<file path="src/rtl/alu_mul_sequencer.sv">
// Multi-cycle shift-add multiply controller that drives the shared 32-bit EX-stage ALU.
// Define SIGNED_MUL_EN to add two's-complement support with fixed-latency abs/fix-up states.
module alu_mul_sequencer #(
    parameter int         WIDTH   = 32,
    parameter int         ITERS   = 32,
    parameter logic [3:0] CTL_ADD = 4'b0010,
    parameter logic [3:0] CTL_SUB = 4'b0110
) (
    input  logic             clk,
    input  logic             reset,
    input  logic             start,
    input  logic [WIDTH-1:0] mcand,
    input  logic [WIDTH-1:0] mplier,
    input  logic [WIDTH-1:0] alu_result,
    output logic [WIDTH-1:0] alu_data1,
    output logic [WIDTH-1:0] alu_data2,
    output logic [3:0]       alu_ctl,
    output logic             busy,
    output logic             done,
    output logic [WIDTH-1:0] prod_hi,
    output logic [WIDTH-1:0] prod_lo
);

    localparam int CW = $clog2(ITERS);

`ifdef SIGNED_MUL_EN
    typedef enum logic [2:0] {IDLE, ABS_A, ABS_B, RUN, FIX_LO, FIX_HI, DONE} state_t;
    logic negQ, negD, loNzQ, loNzD;
`else
    typedef enum logic [1:0] {IDLE, RUN, DONE} state_t;
`endif

    state_t           stateQ, stateD;
    logic [WIDTH-1:0] mQ, mD, hiQ, hiD, loQ, loD;
    logic [WIDTH-1:0] prodHiQ, prodHiD, prodLoQ, prodLoD;
    logic [CW-1:0]    cntQ, cntD;
    logic             carry;

    always_ff @(posedge clk or posedge reset) begin
        if (reset) begin
            stateQ  <= IDLE;
            mQ      <= '0;
            hiQ     <= '0;
            loQ     <= '0;
            cntQ    <= '0;
            prodHiQ <= '0;
            prodLoQ <= '0;
`ifdef SIGNED_MUL_EN
            negQ    <= 1'b0;
            loNzQ   <= 1'b0;
`endif
        end else begin
            stateQ  <= stateD;
            mQ      <= mD;
            hiQ     <= hiD;
            loQ     <= loD;
            cntQ    <= cntD;
            prodHiQ <= prodHiD;
            prodLoQ <= prodLoD;
`ifdef SIGNED_MUL_EN
            negQ    <= negD;
            loNzQ   <= loNzD;
`endif
        end
    end

    // The ALU result is only 32 bits; an unsigned wrap below hi recovers the 33rd sum bit.
    assign carry = (alu_result < hiQ);

    always_comb begin
        stateD    = stateQ;
        mD        = mQ;
        hiD       = hiQ;
        loD       = loQ;
        cntD      = cntQ;
        prodHiD   = prodHiQ;
        prodLoD   = prodLoQ;
        alu_data1 = '0;
        alu_data2 = '0;
        alu_ctl   = CTL_ADD;
`ifdef SIGNED_MUL_EN
        negD      = negQ;
        loNzD     = loNzQ;
`endif
        case (stateQ)
            IDLE: begin
                if (start) begin
                    mD   = mcand;
                    hiD  = '0;
                    loD  = mplier;
                    cntD = '0;
`ifdef SIGNED_MUL_EN
                    negD   = mcand[WIDTH-1] ^ mplier[WIDTH-1];
                    stateD = ABS_A;
`else
                    stateD = RUN;
`endif
                end
            end
`ifdef SIGNED_MUL_EN
            ABS_A: begin
                alu_data2 = mQ;
                alu_ctl   = mQ[WIDTH-1] ? CTL_SUB : CTL_ADD;
                mD        = alu_result;
                stateD    = ABS_B;
            end
            ABS_B: begin
                alu_data2 = loQ;
                alu_ctl   = loQ[WIDTH-1] ? CTL_SUB : CTL_ADD;
                loD       = alu_result;
                stateD    = RUN;
            end
`endif
            RUN: begin
                alu_data1 = hiQ;
                alu_data2 = loQ[0] ? mQ : '0;
                hiD       = {carry, alu_result[WIDTH-1:1]};
                loD       = {alu_result[0], loQ[WIDTH-1:1]};
                cntD      = cntQ + 1'b1;
                if (cntQ == CW'(ITERS - 1)) begin
`ifdef SIGNED_MUL_EN
                    stateD  = FIX_LO;
`else
                    prodHiD = {carry, alu_result[WIDTH-1:1]};
                    prodLoD = {alu_result[0], loQ[WIDTH-1:1]};
                    stateD  = DONE;
`endif
                end
            end
`ifdef SIGNED_MUL_EN
            FIX_LO: begin
                alu_data2 = loQ;
                alu_ctl   = negQ ? CTL_SUB : CTL_ADD;
                loD       = alu_result;
                loNzD     = (loQ != '0);
                stateD    = FIX_HI;
            end
            // Negating a 64-bit value: the high half borrows whenever the low half was non-zero.
            FIX_HI: begin
                alu_data2 = hiQ;
                alu_ctl   = negQ ? CTL_SUB : CTL_ADD;
                hiD       = alu_result - {{(WIDTH-1){1'b0}}, negQ & loNzQ};
                prodHiD   = alu_result - {{(WIDTH-1){1'b0}}, negQ & loNzQ};
                prodLoD   = loQ;
                stateD    = DONE;
            end
`endif
            DONE: begin
                stateD = IDLE;
            end
            default: begin
                stateD = IDLE;
            end
        endcase
    end

    assign busy    = (stateQ != IDLE);
    assign done    = (stateQ == DONE);
    assign prod_hi = prodHiQ;
    assign prod_lo = prodLoQ;

endmodule

</file>
<file path="config.mk">
export PLATFORM = sky130hd
export DESIGN_NAME = alu_mul_sequencer
export DESIGN_NICKNAME = d
export VERILOG_FILES = /design/src/rtl/alu_mul_sequencer.sv
export SDC_FILE = /design/constraint.sdc
export NUM_CORES = 1
export LEC_CHECK = 0
export ABC_AREA = 1
export BUFFER_PORTS_ARGS = -buffer_cell sky130_fd_sc_hd__buf_2
export CAP_MARGIN = 25
export CELL_PAD_IN_SITES_DETAIL_PLACEMENT = 0
export CELL_PAD_IN_SITES_GLOBAL_PLACEMENT = 1
export CORE_ASPECT_RATIO = 0.7
export CORE_MARGIN = 3
export CORE_UTILIZATION = 41
export DETAILED_ROUTE_END_ITERATION = 10
export PLACE_DENSITY_LB_ADDON = 0.1
export SLEW_MARGIN = 5
export SYNTH_ARGS = -nofsm -noshare
export SYNTH_HDL_FRONTEND = slang
export SYNTH_SLANG_ARGS = --single-unit
</file>
<file path="constraint.sdc">
create_clock -name clk -period 10 [get_ports clk]
set_input_delay 1.5 -clock clk [delete_from_list [all_inputs] [get_ports clk]]
set_output_delay 1.5 -clock clk [all_outputs]
set_load 0.05 [all_outputs]
</file>
==> impl_metrics.ini, run 1 <==
[clock_tree]
clockRootBuffer = clkbuf_16
cts_tree = done
clock_path_buffers = 2
clk_latency_ns = 0.44
cts_max_level = 4
clk_pin_slew_ns = 0.07
cts_made_buffers = 17
cts.sinks = 167
cts_setup_buffers = 0
ctsHoldBuffers = 0
cts_resized = 0

[setup_path]
worst_path_max_delay_cell = nor2_8
end_kind = output pin
r2r_cells = 7
cp-start-kind = flip-flop
r2r_slack_ns = 6.84
cp-startpoint = stateQ[1]
crit-reg2reg-launch = stateQ[1]
cp.arrival_ns = 2.96
worstSetupPathType = reg -> out
cp_max_fo = 73
cpPeakStageDelay_ns = 0.75
regToRegEndpoint = prod_lo[26]
cp_cell_sequence = nor2_8, inv_4, buf_4, nor2_1, buf_2
endpoint = alu_data1[5]
cp.required_ns = 8.50

[timing]
setup_viol = 0
fin_crit_ns = 4.46
setup_tns_ns = 0
rsz0062_at_grt = no
period_share_pct = 44.6
fmax_mhz = 224
slew_headroom_pct = 38.9
hold_violations = 0
report.final.slew_viol_count = 0
tightestPinTransition_ns = 0.917
clock_skew_ns = 0.0147

[floorplan]
core_area_um2 = 18300
ioPinCount = 233
rows = 41
dieArea_um2 = 20600
dieWidth_um = 170
die_y_um = 121
start_util_pct = 42.3

[synth]
ys_types = 31
synth_edf_count = 0
synth.cell_area_um2 = 7730
synth_top_area_share_pct = 54.0
synthTopCellsByArea = dfrtp_1, nand2_1, ha_1, inv_1, nor2_1
synthFlopType = dfrtp_1
async_flop_share_pct = 100
synth_most_common_cell = nand2_1
ys_seq_area_share_pct = 54.0
synth_commonest_cells = nand2_1, dfrtp_1, inv_1
netlist_instances = 883
synth-seq-cells = 167
avgSynthCellArea_um2 = 8.76
synth_warnings = 0
yosysTopAreaCell = dfrtp_1

[place]
placed_area_um2 = 8970
dpl.hpwl_um = 13500
portBuffers = 228
routabilityCongestion = 0.756

[final_layout]
finalInstanceArea_um2 = 9560
drive_above_1_share_pct = 26.1
fill_cells = 1783
nets = 1215
multi_input_area_um2 = 2860
syn_to_final_growth_pct = 23.6
seqCellArea_um2 = 4180
antenna_cells = 0

[detailed_routing]
drtIter0Drc = 380
wl_per_cell_um = 15.0
vias_per_cell = 4.74
drcViolationCount = 0
first_pass_iters = 5
detail-route-antenna-nets = 0
vias = 6308
routed_wl_um = 19900

[flow_run]
cap_viol_max_count = 0

[grt]
grt_pass1_wl_um = 31900
grt_use_total_pct = 19.6
antenna_found_initial = 3
grt_pass1_vias = 6117
grt_remaining_overflow = 0
grt_start_max_net_pins = 101

[status]
status = finished clean

[hold_path]
hold_class = reg -> reg
## routing by layer
layer	global-route usage, %	vias up	part of all wire (%)
met2	26.8	168	41
met5	0	-	0.17
li1	-	3234	-
met1	30.0	2870	52
met4	6.08	6	1.5
met3	5.24	30	5.8
## per-stage QoR
step / setup WS (ns) / cells / hold WS, ns / utilization [%]
finish: 5.54 / 1332 / 0.472 / 52.3
global route: 5.32 / 1332 / 0.500 / 52.3
CTS: 5.54 / 1332 / 0.483 / 52.3
detailed placement: 5.88 / 1300 / 0.465 / 49.1
global placement: 5.77 / 1298 / 0.459 / 48.9
floorplan: 3.98 / 885 / 0.449 / -
## worst max-delay path, delay by kind of cell (launching register included)
| kind | cells | cell delay, ns |
|---|---|---|
| flip-flops | 1 | 0.46 |
| AND/OR/NAND/NOR | 2 | 0.97 |
| buffers and inverters | 3 | 1.00 |
## layout by cell type, fill, tap and decap left out, types with 3 or more instances in the layout
master / count
a21oi_1: 16
nor3_1: 21
buf_4: 3
o22ai_2: 10
o211ai_1: 13
inv_8: 8
nor2_1: 75
inv_2: 3
clkbuf_16: 17
ha_1: 33
o22ai_1: 22
clkinvlp_4: 3
o21ai_0: 36
a221oi_1: 18
buf_2: 228
nand2_1: 239
inv_1: 107
o21ai_1: 48
conb_1: 4
dfrtp_1: 167
nand3_1: 5
## cells by family after synthesis
| group | Yosys count | synth area share [%] |
|---|---|---|
| AOI/OAI and AO/OA | 167 | 13.6 |
| buffers and inverters | 167 | 9.03 |
| other | 2 | 0.0971 |
| adders and majority gates | 33 | 5.34 |
| and+or+nand+nor | 346 | 17.8 |
| xor gates and xnor gates | 1 | 0.113 |
| DFF | 167 | 54.0 |
## state kept, by name, indices dropped and copies added (netlist names)
signal,count
hiQ,32
loQ,32
mQ,32
prod_hi,32
prod_lo,32
cntQ,5
stateQ,2
## area by class of cell
cell class / instances / area share (%)
multi-input cells: 551 / 30.0
repair buffers: 233 / 12.5
inverters: 113 / 4.53
well taps: 236 / 3.09
clock inverters: 15 / 1.70
flip-flops and latches: 167 / 43.7
clock buffers: 17 / 4.45
## how the worst min path moves through the flow
stage,cells after the start,start,endpoint,slack (ns)
finish,2,prod_hi[31],prod_hi[31],0.47
global route,2,mQ[23],mQ[23],0.50
CTS,2,prod_hi[31],prod_hi[31],0.48
detailed placement,2,mQ[27],mQ[27],0.46
global placement,2,prod_hi[31],prod_hi[31],0.46
floorplan,2,hiQ[31],hiQ[31],0.45
Power of run 1 is not shown: default switching activity piles up to over one toggle a cycle in this logic, so the estimate is an artifact.
==> run 2, diff against run 1 <==
--- a/config.mk
+++ b/config.mk
@@ -12,7 +12,7 @@
 export CELL_PAD_IN_SITES_GLOBAL_PLACEMENT = 1
 export CORE_ASPECT_RATIO = 0.7
 export CORE_MARGIN = 3
-export CORE_UTILIZATION = 41
+export CORE_UTILIZATION = 38
 export DETAILED_ROUTE_END_ITERATION = 10
 export PLACE_DENSITY_LB_ADDON = 0.1
 export SLEW_MARGIN = 5
==> constraint.sdc (replaced) <==
create_clock -name clk -period 4.3 [get_ports clk]
set_input_delay 0.645 -clock clk [delete_from_list [all_inputs] [get_ports clk]]
set_output_delay 0.645 -clock clk [all_outputs]
set_load 0.05 [all_outputs]
==> impl_metrics.ini, run 2 (synthesis results as in run 1) <==
[timing]
fmax_mhz = 352
setup_viol = 0
tightestPinTransition_ns = 0.928
setup_tns_ns = 0
hold_violations = 0
clock_skew_ns = 0.0115
rsz0062_at_grt = no
fin_crit_ns = 2.84
slew_headroom_pct = 38.2
period_share_pct = 66.1
timing.final.ws_setup_ns = 1.46
report.final.slew_viol_count = 0

[place]
routabilityCongestion = 0.748
pre_cts_ws_ns = 1.49
dpl.hpwl_um = 13500
portBuffers = 228
placed_area_um2 = 9050

[setup_path]
cp.arrival_ns = 2.20
cp.required_ns = 3.65
cp-start-kind = flip-flop
cp_cell_sequence = inv_2, nor2_8, inv_4, buf_4, nor2_1, buf_2
cpPeakStageDelay_ns = 0.56
end_kind = output pin
r2r_slack_ns = 1.63
crit-reg2reg-launch = stateQ[1]
regToRegEndpoint = loQ[24]
worstSetupPathType = reg -> out
worst_path_max_delay_cell = inv_4
cp_max_fo = 66
r2r_cells = 8

[detailed_routing]
drcViolationCount = 0
detail-route-antenna-nets = 0
vias_per_cell = 4.65
vias = 6347
drtIter0Drc = 429
wl_per_cell_um = 14.6
routed_wl_um = 19900
first_pass_iters = 5

[floorplan]
ioPinCount = 233
start_util_pct = 39.8
dieArea_um2 = 22100
die_y_um = 125
core_area_um2 = 19400
dieWidth_um = 176
rows = 42

[hold_path]
min_from = mcand[18]
min_path_cells = 3
min_to = mQ[18]
hold_class = in -> reg

[grt]
grt_pass1_vias = 6105
grt_use_total_pct = 18.2
antenna_found_initial = 1
grt_remaining_overflow = 0
grt_start_max_net_pins = 168
grt_pass1_wl_um = 32300

[clock_tree]
clock_path_buffers = 2
cts_max_level = 4
clockRootBuffer = clkbuf_16
cts_made_buffers = 17
cts_setup_buffers = 0
ctsHoldBuffers = 0
cts_tree = done
cts_resized = 0
clk_pin_slew_ns = 0.07
clk_latency_ns = 0.43
cts.sinks = 167

[status]
status = finished clean

[final_layout]
syn_to_final_growth_pct = 24.7
drive_above_1_share_pct = 26.3
nets = 1218
layout_common_cells = nand2_1, buf_2, dfrtp_1
finalInstanceArea_um2 = 9640
final_common_cell = nand2_1
final_core_util_pct = 49.6

[flow_run]
cap_viol_max_count = 0
-- run 2: worst max-delay path by stage --
| stage | end | from | slack, ns |
|---|---|---|---|
| 6_report | alu_data1[27] | stateQ[0] | 1.46 |
| 5_1_grt | loQ[24] | stateQ[1] | 1.28 |
| 4_1_cts | alu_data1[27] | stateQ[0] | 1.41 |
| 3_5_place_dp | loQ[24] | start | 1.49 |
| 3_3_place_gp | loQ[27] | start | 1.54 |
| 2_1_floorplan | cntQ[0] | reset | 1.53 |
-- run 2: cell type report --
class | count | area [um2]
repair buffers | 236 | 1250
clock buffers | 17 | 425
diodes | 1 | 2.50
well taps | 264 | 330
flip-flops and latches | 167 | 4180
fillers | 1912 | 9800
multi-input cells | 551 | 2860
clock inverters | 15 | 160
inverters | 113 | 433
-- run 2: metal layers --
| metal | global-route usage [%] | wire length, um |
|---|---|---|
| met5 | 0 | 0 |
| met4 | 5.08 | 204 |
| met3 | 4.42 | 1160 |
| met2 | 25.6 | 8440 |
| met1 | 27.9 | 10100 |
-- run 2: worst max-delay path: cells and delay by family (launching register included) --
kind	cells	cell delay (ns)
buffers and inverters	4	1.22
DFF	1	0.41
and+or+nand+nor	2	0.13
-- run 2: stage by stage --
| stage | hold WS, ns | instances |
|---|---|---|
| after global routing | 0.398 | 1364 |
| after CTS | 0.386 | 1363 |
| final | 0.410 | 1364 |
| after global placement | 0.461 | 1330 |
| after floorplan | 0.449 | 885 |
| after detailed placement | 0.466 | 1331 |
Power of run 2 is left out for the same reason.
==> run 3, diff against run 2 <==
--- a/config.mk
+++ b/config.mk
@@ -5,14 +5,14 @@
 export SDC_FILE = /design/constraint.sdc
 export NUM_CORES = 1
 export LEC_CHECK = 0
-export ABC_AREA = 1
+export ABC_AREA = 0
 export BUFFER_PORTS_ARGS = -buffer_cell sky130_fd_sc_hd__buf_2
 export CAP_MARGIN = 25
 export CELL_PAD_IN_SITES_DETAIL_PLACEMENT = 0
 export CELL_PAD_IN_SITES_GLOBAL_PLACEMENT = 1
 export CORE_ASPECT_RATIO = 0.7
 export CORE_MARGIN = 3
-export CORE_UTILIZATION = 38
+export CORE_UTILIZATION = 35
 export DETAILED_ROUTE_END_ITERATION = 10
 export PLACE_DENSITY_LB_ADDON = 0.1
 export SLEW_MARGIN = 5
==> constraint.sdc (replaced) <==
create_clock -name clk -period 2.37 [get_ports clk]
set_input_delay 0.3555 -clock clk [delete_from_list [all_inputs] [get_ports clk]]
set_output_delay 0.3555 -clock clk [all_outputs]
set_load 0.05 [all_outputs]
==> impl_metrics.ini, run 3 <==
[grt]
antenna_found_initial = 0
grt_use_total_pct = 17.4
grt_pass1_vias = 5905
grt_remaining_overflow = 0
grt_pass1_wl_um = 32800
grt_start_max_net_pins = 102

[timing]
period_share_pct = 91.6
fmax_mhz = 461
rsz0062_at_grt = no
setup_tns_ns = 0
report.final.slew_viol_count = 0
tightestPinTransition_ns = 0.570
fin_crit_ns = 2.17
setup_viol = 0
slew_headroom_pct = 62.0
hold_violations = 0
clock_skew_ns = 0.0151

[setup_path]
cp.arrival_ns = 1.82
cp-start-kind = flip-flop
cp_cell_sequence = nor2b_4, buf_12, and3_1, buf_2
crit_family = buffers and inverters
worst_path_max_delay_cell = dfrtp_1
worstSetupPathType = reg -> out
end_kind = output pin
cp.required_ns = 2.01
cpPeakStageDelay_ns = 0.43
cp_max_fo = 61
cp_num_buf_inv = 2

[floorplan]
ioPinCount = 233
rows = 44
dieArea_um2 = 23900
die_y_um = 130
start_util_pct = 36.4
dieWidth_um = 184
core_area_um2 = 21200

[final_layout]
syn_to_final_growth_pct = 27.2
final_core_util_pct = 46.3
fill_cells = 2109
final_common_cell = buf_2
layout_common_cells = buf_2, nand2_1, dfrtp_1
layout.cells.non_filler = 1282
nets = 1124
drive_above_1_share_pct = 28.8

[synth]
async_flop_share_pct = 100
synth_top_area_share_pct = 54.1
synth_most_common_cell = nand2_1
synth_edf_count = 0
synth-seq-cells = 167
ys_types = 37
synth_commonest_cells = nand2_1, dfrtp_1, nor2_1
netlist_instances = 783
yosysTopAreaCell = dfrtp_1
synth.cell_area_um2 = 7720
synthFlopType = dfrtp_1
ys_seq_area_share_pct = 54.1
avgSynthCellArea_um2 = 9.86
synth_warnings = 0
synthTopCellsByArea = dfrtp_1, nand2_1, mux2_1, ha_1, nor2_1

[clock_tree]
cts_resized = 0
clk_latency_ns = 0.43
cts_tree = done
clockRootBuffer = clkbuf_16
cts_made_buffers = 17
cts_max_level = 4
cts.sinks = 167
clock_path_buffers = 2
clk_pin_slew_ns = 0.07
ctsHoldBuffers = 0
cts_setup_buffers = 0

[detailed_routing]
first_pass_iters = 4
routed_wl_um = 20900
detail-route-antenna-nets = 0
vias = 6142
drcViolationCount = 0
vias_per_cell = 4.79
drtIter0Drc = 373
wl_per_cell_um = 16.3

[place]
portBuffers = 228
dpl.hpwl_um = 14000
placed_cells = 1249
routabilityCongestion = 0.746

[status]
status = finished clean

[power]
p_leak_uw = 0.00486
p_total_uw = 16300
p_per_area_nw_per_um2 = 1660
peakVddDrop_mv = 0.948

[flow_run]
cap_viol_max_count = 0

[hold_path]
hold_class = in -> async
[run 3: changes by cell type in the layout (fill, tap and decap cells not counted), sizes merged, moves of 5 or more]
cell / delta
o31ai: +30
a31oi: +33
o22ai: -32
buf: +6
o21ai: -70
nand2: -32
inv: -79
o211ai: -10
nor2: -11
mux2: +63
a21oi: -5
nor3: -21
and3: +33
a221oi: -17
[run 3: cell type report]
type,count,area [um2],share of cell area [%]
repair buffers,242,1360,13.8
multi-input cells,530,3200,32.6
clock buffers,17,425,4.33
flip-flops and latches,167,4180,42.6
diodes,1,2.50,0.0255
clock inverters,15,181,1.85
well taps,276,345,3.52
inverters,34,131,1.34
[run 3: metrics by stage]
step / instance area (um2) / hold WS [ns] / worst slack (ns)
after floorplan: 7730 / 0.437 / -0.112
after global placement: 9210 / 0.449 / 0.339
after detailed placement: 9210 / 0.456 / 0.328
after CTS: 9820 / 0.0637 / 0.175
after global routing: 9820 / 0.0761 / 0.0779
final: 9820 / 0.0610 / 0.199
[run 3: worst paths after layout]
kind	cells past startpoint	slack, ns	to	from
min in group clk	3	0.11	mQ[19]	mcand[19]
min reg2reg	2	0.47	mQ[28]	mQ[28]
max	4	0.20	alu_data2[25]	stateQ[0]
min	3	0.06	prod_hi[27]	reset
max reg2reg	7	0.44	hiQ[31]	hiQ[14]
max in group asynchronous	3	1.80	prod_hi[2]	reset
[run 3: cell families after synthesis]
logic type                 share of synthesized area, %
DFF                                                54.1
other                                            0.0973
muxes                                              9.19
xor gates and xnor gates                          0.113
and+or+nand+nor                                    17.9
AOI/OAI and AO/OA                                  8.41
buffers and inverters                              4.83
adders and majority gates                          5.35
[run 3: worst register-to-register path, cell delays in order, from the launching register on]
cell and delay [ns]:
dfrtp_1 0.33, inv_1 0.06, ha_1 0.31, and4_1 0.25
nand2_1 0.08, or4_4 0.53, a31oi_2 0.17, o21ai_1 0.09
[run 3: power breakdown]
part | internal [uW] | switching, uW | total [uW] | leakage, uW
combinational | 2210 | 6540 | 8750 | 0.00271
sequential | 4080 | 596 | 4670 | 0.00187
clock | 1510 | 1330 | 2840 | 0.000287
[run 3: per-layer routing]
layer | vias to the layer above | GRT usage, % | wire length (um)
met2 | 161 | 23.4 | 8320
met1 | 2922 | 26.3 | 10800
met4 | 0 | 4.88 | 203
met5 | - | 0 | 0
li1 | 3042 | - | -
met3 | 17 | 6.07 | 1600
Note: power is estimated with default switching activity, not from simulation.
